## src/rtl/seq_divider_pkg.sv

```systemverilog
// Shared types for the sequential shift-subtract divider.
//   state_t : controller state encoding (IDLE, CALC, FIX, DONE)
//   STATE_W : width of the state encoding
package seq_divider_pkg;

  localparam int unsigned STATE_W = 2;

  typedef enum logic [STATE_W-1:0] {
    IDLE = 2'd0,
    CALC = 2'd1,
    FIX  = 2'd2,
    DONE = 2'd3
  } state_t;

endpackage

```

## src/rtl/seq_divider_ctrl.sv

```systemverilog
// Divider controller: FSM, iteration counter and handshake outputs.
// Ports:
//   clk, reset : clock, synchronous active-high reset
//   start      : operation request, honoured only in IDLE/DONE
//   load       : combinational strobe, latch operands this cycle
//   step       : combinational strobe, perform one restoring iteration
//   fix        : combinational strobe, apply signs/flags to outputs
//   busy       : registered, operation in progress
//   valid      : registered, results and flags valid
module seq_divider_ctrl #(
  parameter int unsigned DW = 8
) (
  input  logic clk,
  input  logic reset,
  input  logic start,
  output logic load,
  output logic step,
  output logic fix,
  output logic busy,
  output logic valid
);

  import seq_divider_pkg::*;

  localparam int unsigned CW = $clog2(DW + 1);

  state_t        state, state_next;
  logic [CW-1:0] cnt, cnt_next;
  logic          busy_next, valid_next;

  // State, counter and handshake registers
  always_ff @(posedge clk) begin
    if (reset) begin
      state <= IDLE;
      cnt   <= '0;
      busy  <= 1'b0;
      valid <= 1'b0;
    end else begin
      state <= state_next;
      cnt   <= cnt_next;
      busy  <= busy_next;
      valid <= valid_next;
    end
  end

  // Next-state, counter and strobe decode
  always_comb begin
    state_next = state;
    cnt_next   = cnt;
    busy_next  = busy;
    valid_next = valid;
    load       = 1'b0;
    step       = 1'b0;
    fix        = 1'b0;
    unique case (state)
      IDLE, DONE: begin
        if (start) begin
          load       = 1'b1;
          cnt_next   = CW'(DW);
          busy_next  = 1'b1;
          valid_next = 1'b0;
          state_next = CALC;
        end
      end
      CALC: begin
        step     = 1'b1;
        cnt_next = cnt - CW'(1);
        // Last quotient bit is produced on the edge where cnt goes 1 -> 0
        if (cnt == CW'(1)) state_next = FIX;
      end
      FIX: begin
        fix        = 1'b1;
        busy_next  = 1'b0;
        valid_next = 1'b1;
        state_next = DONE;
      end
      default: state_next = IDLE;
    endcase
  end

endmodule

```

## src/rtl/seq_divider.sv

```systemverilog
// Parametrised sequential restoring divider, signed or unsigned per operation.
// Ports:
//   clk, reset   : clock, synchronous active-high reset
//   start        : request, sampled only when busy=0
//   signed_mode  : 0 unsigned, 1 two's-complement
//   dividendin   : DW-bit dividend, sampled with start
//   divisorin    : VW-bit divisor, sampled with start
//   quotient     : DW-bit result
//   remainder    : VW-bit result (sign follows dividend)
//   valid, busy  : handshake
//   dbz, ovf     : divide-by-zero and signed-overflow flags, valid with valid
module seq_divider #(
  parameter int unsigned DW = 8,
  parameter int unsigned VW = 7
) (
  input  logic          clk,
  input  logic          reset,
  input  logic          start,
  input  logic          signed_mode,
  input  logic [DW-1:0] dividendin,
  input  logic [VW-1:0] divisorin,
  output logic [DW-1:0] quotient,
  output logic [VW-1:0] remainder,
  output logic          valid,
  output logic          busy,
  output logic          dbz,
  output logic          ovf
);

  import seq_divider_pkg::*;

  localparam logic [DW-1:0] DMIN = {1'b1, {(DW-1){1'b0}}};

  logic          load, step, fix;
  logic [DW-1:0] dq;        // dividend magnitude, becomes quotient magnitude
  logic [VW-1:0] dvs_mag;
  logic [VW-1:0] prem;      // partial remainder
  logic          dvd_neg, dvs_neg, smode;

  logic [DW-1:0] dvd_abs_c;
  logic [VW-1:0] dvs_abs_c;
  logic [VW:0]   shifted_c, trial_c;
  logic          borrow_c;
  logic          dbz_c, ovf_c;
  logic [DW-1:0] q_fix_c;
  logic [VW-1:0] r_fix_c;

  seq_divider_ctrl #(.DW(DW)) u_ctrl (
    .clk   (clk),
    .reset (reset),
    .start (start),
    .load  (load),
    .step  (step),
    .fix   (fix),
    .busy  (busy),
    .valid (valid)
  );

  // Operand magnitudes; -2^(DW-1) negates to itself, which is correct as unsigned
  always_comb begin
    dvd_abs_c = (signed_mode && dividendin[DW-1]) ? (~dividendin + DW'(1)) : dividendin;
    dvs_abs_c = (signed_mode && divisorin[VW-1])  ? (~divisorin + VW'(1))  : divisorin;
  end

  // One restoring iteration: shift in next dividend bit, trial subtract
  always_comb begin
    shifted_c = {prem, dq[DW-1]};
    trial_c   = shifted_c - {1'b0, dvs_mag};
    borrow_c  = shifted_c < {1'b0, dvs_mag};
  end

  // Sign fix-up and special cases
  always_comb begin
    dbz_c   = (dvs_mag == '0);
    // Divisor -1 leaves dq equal to the dividend magnitude
    ovf_c   = smode && dvd_neg && dvs_neg && (dvs_mag == VW'(1)) && (dq == DMIN);
    q_fix_c = (smode && (dvd_neg ^ dvs_neg)) ? (~dq + DW'(1)) : dq;
    r_fix_c = (smode && dvd_neg) ? (~prem + VW'(1)) : prem;
    if (dbz_c) begin
      q_fix_c = '1;
      r_fix_c = '0;
    end else if (ovf_c) begin
      q_fix_c = DMIN;
      r_fix_c = '0;
    end
  end

  // Datapath and result registers
  always_ff @(posedge clk) begin
    if (reset) begin
      dq        <= '0;
      dvs_mag   <= '0;
      prem      <= '0;
      dvd_neg   <= 1'b0;
      dvs_neg   <= 1'b0;
      smode     <= 1'b0;
      quotient  <= '0;
      remainder <= '0;
      dbz       <= 1'b0;
      ovf       <= 1'b0;
    end else if (load) begin
      dq      <= dvd_abs_c;
      dvs_mag <= dvs_abs_c;
      prem    <= '0;
      dvd_neg <= signed_mode & dividendin[DW-1];
      dvs_neg <= signed_mode & divisorin[VW-1];
      smode   <= signed_mode;
      dbz     <= 1'b0;
      ovf     <= 1'b0;
    end else if (step) begin
      prem <= borrow_c ? VW'(shifted_c) : VW'(trial_c);
      dq   <= {dq[DW-2:0], ~borrow_c};
    end else if (fix) begin
      quotient  <= q_fix_c;
      remainder <= r_fix_c;
      dbz       <= dbz_c;
      ovf       <= ovf_c;
    end
  end

endmodule

```

## config.mk

```make
export PLATFORM = sky130hd
export DESIGN_NAME = seq_divider
export DESIGN_NICKNAME = d
export VERILOG_FILES = /design/src/rtl/seq_divider_pkg.sv /design/src/rtl/seq_divider_ctrl.sv /design/src/rtl/seq_divider.sv
export SDC_FILE = /design/constraint.sdc
export NUM_CORES = 1
export LEC_CHECK = 0
export CAP_MARGIN = 40
export CORE_MARGIN = 2
export CORE_UTILIZATION = 52
export CTS_BUF_LIST = sky130_fd_sc_hd__clkbuf_8
export DETAILED_ROUTE_END_ITERATION = 16
export GPL_TIMING_DRIVEN = 0
export PLACE_DENSITY_LB_ADDON = 0.2
export SLEW_MARGIN = 30
export SYNTH_ARGS = -nofsm -noshare
export SYNTH_HDL_FRONTEND = slang
export SYNTH_SLANG_ARGS = --single-unit
```

## constraint.sdc

```tcl
create_clock -name clk -period 2.1 [get_ports clk]
set_input_delay 0.21 -clock clk [delete_from_list [all_inputs] [get_ports clk]]
set_output_delay 0.21 -clock clk [all_outputs]
set_load 0.1 [all_outputs]
```

==> results.md <==
- Final #Nets: 476
- Placer Congestion: 0.879
- CTS clk-pin slew, worst paths: 0.10 ns
- # setup viols final: 0
- Worst vdd rail ir drop: 0.685 mV
- Layout area overhead: 33.6%
- Std cell rows: 27
- Die Y: 78.2 um
- Ant. Diodes: 0
- P_leak: 1.43 nW
- Fin. Hold Viols: 0
- Top cell type's share of synthesized area: 34.9%
- Synth area leaders: dfxtp_1 (35%), ha_1 (7.0%), nor2_1 (6.8%)
- Number of global-route vias before repair: 2715
- Final Cycle Share: 99.3%
- H-tree depth: 2
- Max_cap viols: 0
- Num CTS Buffers: 5
- Clk sink count: 50
- Area leader, netlist: dfxtp_1
- Finished Layout Cells: 513
- Sequential fraction of the synthesis area: 34.9%
- Post-synthesis cell type count: 43
- Clock Skew: 0.00785 ns
- Unrepaired setup endpoints after global routing: true
- Top-count cell post-synth: nor2_1
- I/O pin cnt: 38
- Reg2reg start: dq[2]$_SDFFE_PP0P_
- Final Cell Area: 0.00383 mm2
- Placed Area: 0.00361 mm2
- CTS Buffer Depth: 2
- Post-Syn Nets: 409
- Post-synth EDFFs: 0
- Pre-CTS setup slack: -0.217 ns
- Yosys reg bits: 50
- Relative slew margins: 60.6%
- Dpl hpwl: 5630 um
- Area of the multi-input gates: 0.00178 mm2
- Number of I/O port buffers: 37
- Max Slew Vio Count: 0
- Largest net degree at the start of global routing: 16
- Worst Hold Path EP: remainder[3]$_SDFFE_PP0P_
- Worst-path maximum fanout: 4
- Flop-to-flop setup slack: 0.01 ns
- DRT antenna net count: 0
- Asr flop ratio synth: 0%
- Main synth FF type: dfxtp_1
- Antenna violations before repair: 0
- Vias per inst: 5.58
- Hold crit path type: register to register
- Cell count after placement: 501
- Overall Global Routing Usage: 25.1%
- Reg2reg end: quotient[1]$_SDFFE_PP0P_
- Final setup margin: 0.0142 ns
- Chip width: 78.2 um
- Post-synthesis cell count: 373
- Fillers: 441
- Overall routed net length: 7310 um
- Core area: 0.00541 mm2
- Die ar.: 0.00612 mm2
- Worst slew pin tran: 0.591 ns
- Worst Setup Start Kind: register
- Hold slack final: 0.456 ns
- Sum of negative setup slack: 0 ns
- Synth warnings: 0
- Crit path DAT: 2.27 ns
- Initial Util: 53.0%
- Crit path time final: 2.09 ns
- GR Overflow Total: 0
- Hold Path Stages: 2
- DRC: 0
- Status: completed
- R2r worst-path depth: 5
- DR iter-0 viols: 134
- HP Start: remainder[3]$_SDFFE_PP0P_
- First drt pass iteration count: 4
- First-pass GRT wire length: 12300 um
- Synth Cell Area: 0.00287 mm2
- Fin util: 70.8%
- Vias: 2864
- Share of cells above drive strength 1: 14.1%
- Critical path required time: 2.28 ns
- Syn_area_per_cell: 7.68 um2
- Sequential Area: 0.00101 mm2
- Critical path class: register to register
- CP endpoint kind: register
- Final Power: 5.60 mW
- Power Dens Cells: 1460 mW/mm2
- Fmax: 0.479 GHz
- CTS root buffer: clkbuf_8
- Clock latency at the later pin of the worst-skew pair: 0.31 ns
- Top post-synthesis cells by count: nor2_1 (52), dfxtp_1 (50), nand2_1 (38), a21oi_1 (32), inv_1 (27)
- TritonCTS clock tree: done
- Wire per inst: 14.2 um
==> area by class of cell <==
cell class	instances	share of cell area [%]
Inverter	28	2.75
Multi-Input combinational cell	281	46.4
Clock buffer	6	2.16
Clock inverter	2	0.327
Buffer	12	1.21
Sequential cell	50	26.5
Tap cell	72	2.35
Timing Repair Buffer	62	18.3
==> worst max-delay path, stage by stage, from the launching register on <==
cell and delay (ns):
dfxtp_4 0.36, or4_4 0.54, or4_4 0.54, or2_2 0.34
a21oi_2 0.13, nor3_1 0.06
==> power by group <==
part	internal (mW)	total [mW]	switching, mW
registers	1.23	1.52	0.286
logic	1.42	3.49	2.07
clock network	0.265	0.598	0.333
==> kinds of logic (layout without fill, tap and decap cells) <==
kind of cell | after synthesis | after routing | share of synthesized area (%)
AOI/OAI and AO/OA | 103 | 103 | 22.4
adders and majority gates | 17 | 17 | 7.69
buffers and inverters | 42 | 110 | 5.50
muxes | 6 | 6 | 2.10
xor gates and xnor gates | 18 | 18 | 5.50
and+or+nand+nor | 137 | 137 | 21.9
DFF | 50 | 50 | 34.9
==> registers in the layout (all words and copies together), names as in the netlist <==
| name | count |
|---|---|
| u_ctrl.valid | 1 |
| quotient | 8 |
| dvs_neg | 1 |
| u_ctrl.cnt | 4 |
| dvd_neg | 1 |
| smode | 1 |
| u_ctrl.busy | 1 |
| dbz | 1 |
| dvs_mag | 7 |
| u_ctrl.state | 2 |
| dq | 8 |
| remainder | 7 |
| ovf | 1 |
| prem | 7 |
==> metal layers <==
layer  global-route usage [%]  wire, um
met1                     30.1      3170
met2                     45.6      3580
met3                     3.79       411
met4                     8.60       148
met5                        0         0
==> worst max path at each step <==
stage / startpoint / end / slack, ns
finish: dq[2]$_SDFFE_PP0P_ / quotient[1]$_SDFFE_PP0P_ / 0.01
global route: dq[2]$_SDFFE_PP0P_ / quotient[1]$_SDFFE_PP0P_ / -0.03
CTS: dq[2]$_SDFFE_PP0P_ / remainder[2]$_SDFFE_PP0P_ / 0.008
detailed placement: dq[7]$_SDFFE_PP0P_ / prem[3]$_SDFFE_PP0P_ / -0.22
global placement: dq[7]$_SDFFE_PP0P_ / prem[3]$_SDFFE_PP0P_ / -0.20
floorplan: dq[7]$_SDFFE_PP0P_ / prem[3]$_SDFFE_PP0P_ / 0.009
==> placed cells by master, fill, tap and decap left out, types with 10 or more instances in the layout <==
master | Yosys | routed
clkdlybuf4s50_1 | 0 | 37
nor3_1 | 13 | 13
nand2_1 | 38 | 38
buf_8 | 0 | 19
xnor2_1 | 15 | 15
o21ai_0 | 23 | 20
a31oi_1 | 10 | 10
dfxtp_1 | 50 | 41
a21oi_1 | 32 | 30
nor2_1 | 52 | 51
inv_1 | 27 | 27
ha_1 | 16 | 13
==> what timing repair did <==
item / CTS / global route
hold buffers: 0 / 0
buffers inserted: 3 / 3
gates resized for setup: 19 / 10
pin swaps: 2 / 8
endpoints found under the setup margin: 19 / 26
Note: power is estimated with default switching activity, not from simulation.
